**config.mk**
```make
export PLATFORM = sky130hd
export DESIGN_NAME = partial_sum_accumulator
export DESIGN_NICKNAME = d
export VERILOG_FILES = /design/src/rtl/partial_sum_accumulator.sv
export SDC_FILE = /design/constraint.sdc
export NUM_CORES = 1
export LEC_CHECK = 0
export CAP_MARGIN = 15
export CELL_PAD_IN_SITES_DETAIL_PLACEMENT = 1
export CELL_PAD_IN_SITES_GLOBAL_PLACEMENT = 2
export CORE_ASPECT_RATIO = 1.5
export CORE_MARGIN = 2
export CORE_UTILIZATION = 34
export DETAILED_ROUTE_END_ITERATION = 10
export PLACE_DENSITY_LB_ADDON = 0.1
export SLEW_MARGIN = 20
export SYNTH_ARGS = -nofsm -noshare
export SYNTH_HDL_FRONTEND = slang
export SYNTH_SLANG_ARGS = --single-unit
```
**constraint.sdc**
```tcl
create_clock -name clk -period 4.7 [get_ports clk]
set_clock_uncertainty 0.1 [all_clocks]
set_input_delay 0.94 -clock clk [delete_from_list [all_inputs] [get_ports clk]]
set_output_delay 0.94 -clock clk [all_outputs]
set_load 0.005 [all_outputs]
```
**src/rtl/partial_sum_accumulator.sv**
```systemverilog
// Accumulates a stream of unsigned partial products per output node, then
// requantizes the sum with a right shift and holds it until downstream takes it.
module partial_sum_accumulator #(
  parameter int IN_W  = 16,
  parameter int ACC_W = 24,
  parameter int OUT_W = 16,
  parameter int CNT_W = 8
) (
  input  logic             clk,
  input  logic             rst,
  input  logic             pp_valid,
  output logic             pp_ready,
  input  logic [IN_W-1:0]  partial_product,
  input  logic             pp_last,
  input  logic [3:0]       shift,
  output logic             out_valid,
  input  logic             out_ready,
  output logic [OUT_W-1:0] out_data,
  output logic [CNT_W-1:0] out_count,
  output logic             out_sat
);

  typedef enum logic {
    ACC   = 1'b0,
    DRAIN = 1'b1
  } state_t;

  state_t state, state_nx;

  logic [ACC_W-1:0] acc_p0;
  logic [CNT_W-1:0] cnt_p0;
  logic             sat_p0;

  logic             take;
  logic [ACC_W:0]   add_res;
  logic [CNT_W-1:0] cnt_nx;
  logic             sat_nx;
  logic [OUT_W:0]   rq_res;

  // MSB of the result flags that the sum clipped at full scale.
  function automatic logic [ACC_W:0] sat_add(input logic [ACC_W-1:0] a,
                                             input logic [IN_W-1:0]  b);
    logic [ACC_W:0] s;
    s = {1'b0, a} + {{(ACC_W + 1 - IN_W){1'b0}}, b};
    if (s[ACC_W]) begin
      s = {1'b1, {ACC_W{1'b1}}};
    end
    return s;
  endfunction

  function automatic logic [CNT_W-1:0] sat_inc(input logic [CNT_W-1:0] c);
    logic [CNT_W-1:0] r;
    r = c;
    if (c != {CNT_W{1'b1}}) begin
      r = c + 1'b1;
    end
    return r;
  endfunction

  // MSB of the result flags that the shifted value did not fit in OUT_W bits.
  function automatic logic [OUT_W:0] requant(input logic [ACC_W-1:0] a,
                                             input logic [3:0]       sh);
    logic [ACC_W-1:0] shifted;
    logic [OUT_W:0]   r;
    shifted = a >> sh;
    if (|shifted[ACC_W-1:OUT_W]) begin
      r = {1'b1, {OUT_W{1'b1}}};
    end else begin
      r = {1'b0, shifted[OUT_W-1:0]};
    end
    return r;
  endfunction

  assign take    = pp_valid && pp_ready;
  assign add_res = sat_add(acc_p0, partial_product);
  assign cnt_nx  = sat_inc(cnt_p0);
  assign sat_nx  = sat_p0 | add_res[ACC_W];
  assign rq_res  = requant(add_res[ACC_W-1:0], shift);

  always_comb begin
    state_nx  = state;
    pp_ready  = 1'b0;
    out_valid = 1'b0;
    case (state)
      ACC: begin
        pp_ready = !rst;
        if (pp_valid && !rst && pp_last) begin
          state_nx = DRAIN;
        end
      end
      DRAIN: begin
        out_valid = 1'b1;
        if (out_ready) begin
          state_nx = ACC;
        end
      end
      default: state_nx = ACC;
    endcase
  end

  // Stage p0: running node sum; the result registers capture it on the last beat.
  // The running sum is cleared as soon as the result is captured, so the node
  // following a drain always starts from zero.
  always_ff @(posedge clk or posedge rst) begin
    if (rst) begin
      state     <= ACC;
      acc_p0    <= '0;
      cnt_p0    <= '0;
      sat_p0    <= 1'b0;
      out_data  <= '0;
      out_count <= '0;
      out_sat   <= 1'b0;
    end else begin
      state <= state_nx;
      if (take) begin
        if (pp_last) begin
          acc_p0    <= '0;
          cnt_p0    <= '0;
          sat_p0    <= 1'b0;
          out_data  <= rq_res[OUT_W-1:0];
          out_count <= cnt_nx;
          out_sat   <= sat_nx | rq_res[OUT_W];
        end else begin
          acc_p0 <= add_res[ACC_W-1:0];
          cnt_p0 <= cnt_nx;
          sat_p0 <= sat_nx;
        end
      end
    end
  end

endmodule

```
# ---- After elaboration in Yosys (flattened, before gate mapping)
# Index checks and enable logic that the tools add are counted.
dict set report op_classes {
  n_addsub 2
  eq_ne 1
  n_shift 1
  muxes 11
  n_bitwise 3
  n_reduce_logical 6
}
# op count
set ops {}
lappend ops {{adder 24 x 16 -> 25 bit} 1}
lappend ops {{2-to-1 mux 25 bit} 1}
lappend ops {{2-to-1 mux 24 bit} 1}
lappend ops {{right shift 24 x 4 -> 24 bit} 1}
lappend ops {{2-to-1 mux 17 bit} 1}
lappend ops {{2-to-1 mux 8 bit} 2}
lappend ops {{adder 8 x 1 -> 8 bit, second input constant} 1}
lappend ops {{!= test 8 bit, second input constant} 1}
lappend ops {{OR reduction 8 bit} 1}
lappend ops {{2-to-1 mux 1 bit} 5}
lappend ops {{logical AND 1 bit} 3}
lappend ops {{OR 1 bit} 2}
lappend ops {{one-hot mux 1 bit (2 select lines)} 1}
lappend ops {{AND reduction 2 bit} 1}
lappend ops {{zero test 1 bit} 1}
lappend ops {{inverter 1 bit} 1}
dict set report word_totals {
  regBits 59
  input_bits 25
  out_inout_bits 27
  elab_cells 31
}

# ---- Longest topological paths before layout
dict set report depth {
  word_depth 6
  depth_mapped 13
  mapped_depth_nobuf 12
}

# ---- Worst setup path before layout
# OpenSTA, ideal clock, no wires.
dict set report synth_timing {
  path_type {input to register}
  startpoint {in partial_product[0]}
  endpoint {reg out_data[11]}
  setup_ps 141
  arrival_time_ps 4010
  t_required_ps 4459
  slack_ps 449
  path_stages 12
  n_path_buf 0
  path_cell_list {ha_1 fa_1 a21o_1 a221o_1 a311o_1 nand4_1 nand4_2 mux4_2 nor2_2 a41oi_4 nor4b_4 a31oi_1}
}
dict set report synth_via {
  elab_chain_len 5
}
# item line
set synth_rtl {}
lappend synth_rtl {{from (decl)} 13} ;# input logic [IN_W-1:0] partial_product,
lappend synth_rtl {{adder 24 x 16 -> 25 bit (*)} 44} ;# s = {1'b0, a} + {{(ACC_W + 1 - IN_W){1'b0}}, b};
lappend synth_rtl {{2-to-1 mux 25 bit (*)} 45} ;# if (s[ACC_W]) begin
lappend synth_rtl {{right shift 24 x 4 -> 24 bit (*)} 65} ;# shifted = a >> sh;
lappend synth_rtl {{OR reduction 8 bit} 66} ;# if (|shifted[ACC_W-1:OUT_W]) begin
lappend synth_rtl {{2-to-1 mux 17 bit (*)} 66}
lappend synth_rtl {{to (signal assigned)} 120} ;# out_data <= rq_res[OUT_W-1:0];
lappend synth_rtl {{to (decl)} 18} ;# output logic [OUT_W-1:0] out_data,
# Every way passes the cells marked *; elsewhere a longest branch is shown, timed or not.
# A chain may end at the register's enable or synchronous reset.

# ---- Worst setup path after layout
dict set report layout_timing {
  startpoint {in partial_product[0]}
  endpoint {reg out_data[0]}
}
# Same word-level chain as after synthesis.

==> impl_metrics.py <==
metrics = {
    "worst_setup_path": {
        "cp-start-kind": "input port",
        "slowest_stage": "mux4_2",
        "crit_fanout": 5,
        "cp.depth": 13,
        "crit_path_end_kind": "flip-flop",
        "cp_cell_sequence": "clkdlybuf4s50_1 -> ha_1 -> fa_2 -> a21o_1 -> a221o_1 -> a311o_2 -> nand4_1 -> nand4_4 -> mux4_2 -> nor2_4 -> o211ai_1 -> o21ai_2 -> a41oi_2",
        "required_ns": 4.81,
        "path_delay_family": "compound AO/OA/AOI/OAI gates",
        "critPathBufInv": 1,
        "setup.worst_path.end": "out_data[0]",
        "r2r-start": "acc_p0[0]",
        "crit_type": "in2reg",
        "rrSetupSlack_ns": 0.77,
        "arrival_ns": 4.66,
        "cp-startpoint": "partial_product[0]",
        "ff2ff_path_depth": 12,
        "slowest_delay_ns": 0.53,
        "reg2reg_to": "out_data[0]",
    },
    "synth": {
        "synthesis.nets": 679,
        "yosysWarnings": 0,
        "synth_top_area_frac": 0.292,
        "netlist_instances": 636,
        "synth_enable_flop_cells": 0,
        "synth_top_cell_by_area": "dfrtp_1",
        "yosysUniqueCellTypes": 75,
        "avgSynthCellArea_um2": 7.94,
        "synth-main-ff-cell": "dfrtp_1",
        "syn_area_um2": 5050,
        "synth_async_sr_flop_share": 1.00,
        "synth_area_leaders": "dfrtp_1 29%, nor2_1 5.4%, nand2_1 5.2%",
        "synth-seq-cells": 59,
        "synth-seq-area-share": 0.292,
    },
    "timing": {
        "fin_setup_tns_ns": 0,
        "finalSetupViolCount": 0,
        "timing.final.crit_share": 0.970,
        "tightest_slew_ns": 1.01,
        "slew_headroom": 0.325,
        "period_needed_ns": 4.56,
        "finalHoldViolCount": 0,
        "fmax_mhz": 219,
        "slew_viol_final": 0,
    },
    "hold_path": {
        "hold_class": "reg2reg",
        "min_from": "acc_p0[4]",
    },
    "clocking": {
        "cts_root_buf": "clkbuf_16",
        "postCtsHoldBufs": 0,
        "cts_tree": "yes",
        "numClockSinks": 59,
        "cts_buffer_depth": 2,
        "cts_buffers": 9,
        "clkTransAtPathRegs_ns": 0.06,
        "clock_latency_ns": 0.35,
        "htreeDepth": 3,
    },
    "grt": {
        "grtUsageTotal": 0.244,
        "grt_antenna_before_repair": 0,
        "grt_max_degree": 43,
        "grt-ovfl-total": 0,
        "grt_pass1_wl_um": 30700,
        "grt_pass1_vias": 5654,
    },
    "pwr": {
        "leakage_nw": 2.77,
        "power_density_nw_per_um2": 525,
        "ir_worst_vdd_mv": 0.201,
        "switching_share": 0.434,
        "pwr-share-clk": 0.215,
        "combPwrFrac": 0.571,
        "seqPwrFrac": 0.215,
        "p_int_mw": 1.96,
        "p_sw_mw": 1.50,
    },
    "cells_and_area": {
        "area_delta_synth_final_pct": 30.5,
        "layout.nets": 760,
        "diodes": 0,
        "final_cells": 918,
        "final.fill_count": 1766,
        "drive_above_1_share": 0.169,
    },
    "floorplanning": {
        "num_io_pins": 52,
        "die_y_um": 153,
        "die_w_um": 104,
        "fp.dieArea_um2": 15900,
        "placementRows": 54,
        "start_util": 0.348,
        "core_um2": 14500,
    },
    "place": {
        "io_buffer_count": 51,
        "routabilityCongestion": 0.863,
        "dpl.hpwl_um": 14600,
        "dp_cells": 899,
    },
    "drt": {
        "dr_total_vias": 5325,
        "ant_nets": 0,
        "avgViaCountPerCell": 5.80,
        "drt-total-wl_um": 18900,
        "route.detailed.drc": 0,
        "drt_first_pass_iters": 4,
        "wl_per_cell_um": 20.6,
        "drt_iter0_drc": 243,
    },
    "run_status": {
        "status": "finished clean",
    },
    "run": {
        "cap_violations": 0,
    },
}
==> per-stage QoR <==
stage          power, mW  area (um2)  hold slack [ns]  worst slack [ns]   util
3_5_place_dp        2.66        6110            0.373            -0.467  0.421
3_3_place_gp        2.62        6110            0.365            -0.306  0.421
6_report            3.46        6590            0.384             0.142  0.454
2_1_floorplan       1.87        5050            0.353             0.449      -
4_1_cts             3.44        6470            0.388           0.00773  0.445
5_1_grt             3.70        6590            0.407          -0.00505  0.454
==> placed cells by master (no fill, tap or decap), drive strengths merged, types with 14 or more instances in the layout <==
cell and n:
ha 17, a21o 15, mux2i 16, a21oi 46, a211oi 20, nor3 15, nor2 74, nand3 14
nand2 70, clkdlybuf4s50 51, xnor2 14, dfrtp 59, o21ai 53, o31ai 17, buf 67
==> state kept, by name, indices dropped and copies added (netlist names) <==
register   flops
out_data      16
acc_p0        24
out_count      8
cnt_p0         8
out_sat        1
state          1
sat_p0         1
==> worst min-delay path by stage <==
stage | slack [ns] | cells after the start | end
2_1_floorplan | 0.35 | 2 | acc_p0[0]
3_3_place_gp | 0.36 | 2 | acc_p0[3]
3_5_place_dp | 0.37 | 2 | out_count[5]
4_1_cts | 0.39 | 2 | acc_p0[4]
5_1_grt | 0.41 | 1 | acc_p0[8]
6_report | 0.38 | 2 | acc_p0[4]
==> power groups by stage <==
| stage | clock network [mW] | registers [mW] | logic [mW] |
|---|---|---|---|
| 6_report | 0.743 | 0.743 | 1.97 |
| 5_1_grt | 0.773 | 0.764 | 2.16 |
| 4_1_cts | 0.757 | 0.743 | 1.94 |
| 3_5_place_dp | 0 | 0.752 | 1.91 |
| 3_3_place_gp | 0 | 0.745 | 1.87 |
| 2_1_floorplan | 0 | 0.708 | 1.16 |
==> cells by family after synthesis <==
logic type | synth area share
buf+inv | 0.0466
xor+xnor | 0.0347
fa+ha+maj | 0.0461
flops | 0.292
simple gates | 0.206
mux | 0.0540
compound gates | 0.321
==> synthesized netlist by cell type, types with 2 or more instances <==
master and n:
o31ai_1 17, dfrtp_1 59, buf_2 8, a2111oi_0 2, and2_1 5, clkbuf_1 35
o2bb2ai_1 2, nand3_1 14, mux4_2 3, nor4b_1 2, xnor2_1 14, o21a_1 2
o21ai_0 50, o22ai_1 8, a211o_1 2, ha_1 17, nand4_1 11, o2111ai_1 3
mux2i_1 16, nor3_1 15, inv_1 11, nor2_1 73, a32o_1 2, a31oi_1 11
a311o_1 2, nand2_1 70, o31a_1 3, and3_1 11, xor2_1 6, a21o_1 15
o21ai_1 2, a211oi_1 19, or3_1 5, a22o_1 6, a41oi_1 2, mux2_2 4
o211ai_1 10, a31o_2 4, buf_1 5, a21oi_1 45, o22a_1 2, a221oi_1 4
nand2b_1 6, o311ai_1 2
==> tightest hold or removal path, delay by kind of cell (launching register included) <==
family | cells | cell delay, ns
compound gates | 1 | 0.06
flops | 1 | 0.34
simple gates | 1 | 0.05
==> repair_timing <==
action                                  in CTS  in global routing
endpoints found under the setup margin       8                 17
pin swaps                                    0                  9
gates resized for setup                      5                 19
setup buffers                                0                  3
==> layer usage <==
layer,vias up,global-route usage,routed length [um]
li1,2556,-,-
met1,2670,0.281,7930
met2,70,0.463,10200
met3,29,0.0243,330
met4,0,0.0875,467
met5,-,0,0
==> layout make-up <==
type                       count  area, um2  area share
multi-input combinational    517       3470       0.526
sequential                    59       1480       0.224
timing repair buffer         118       1030       0.156
tap                          196        245      0.0372
clock buffer                   9        225      0.0342
clock inverter                 7        100      0.0152
inverter                      12       45.0     0.00683
Power figures use the tool's default switching activity.
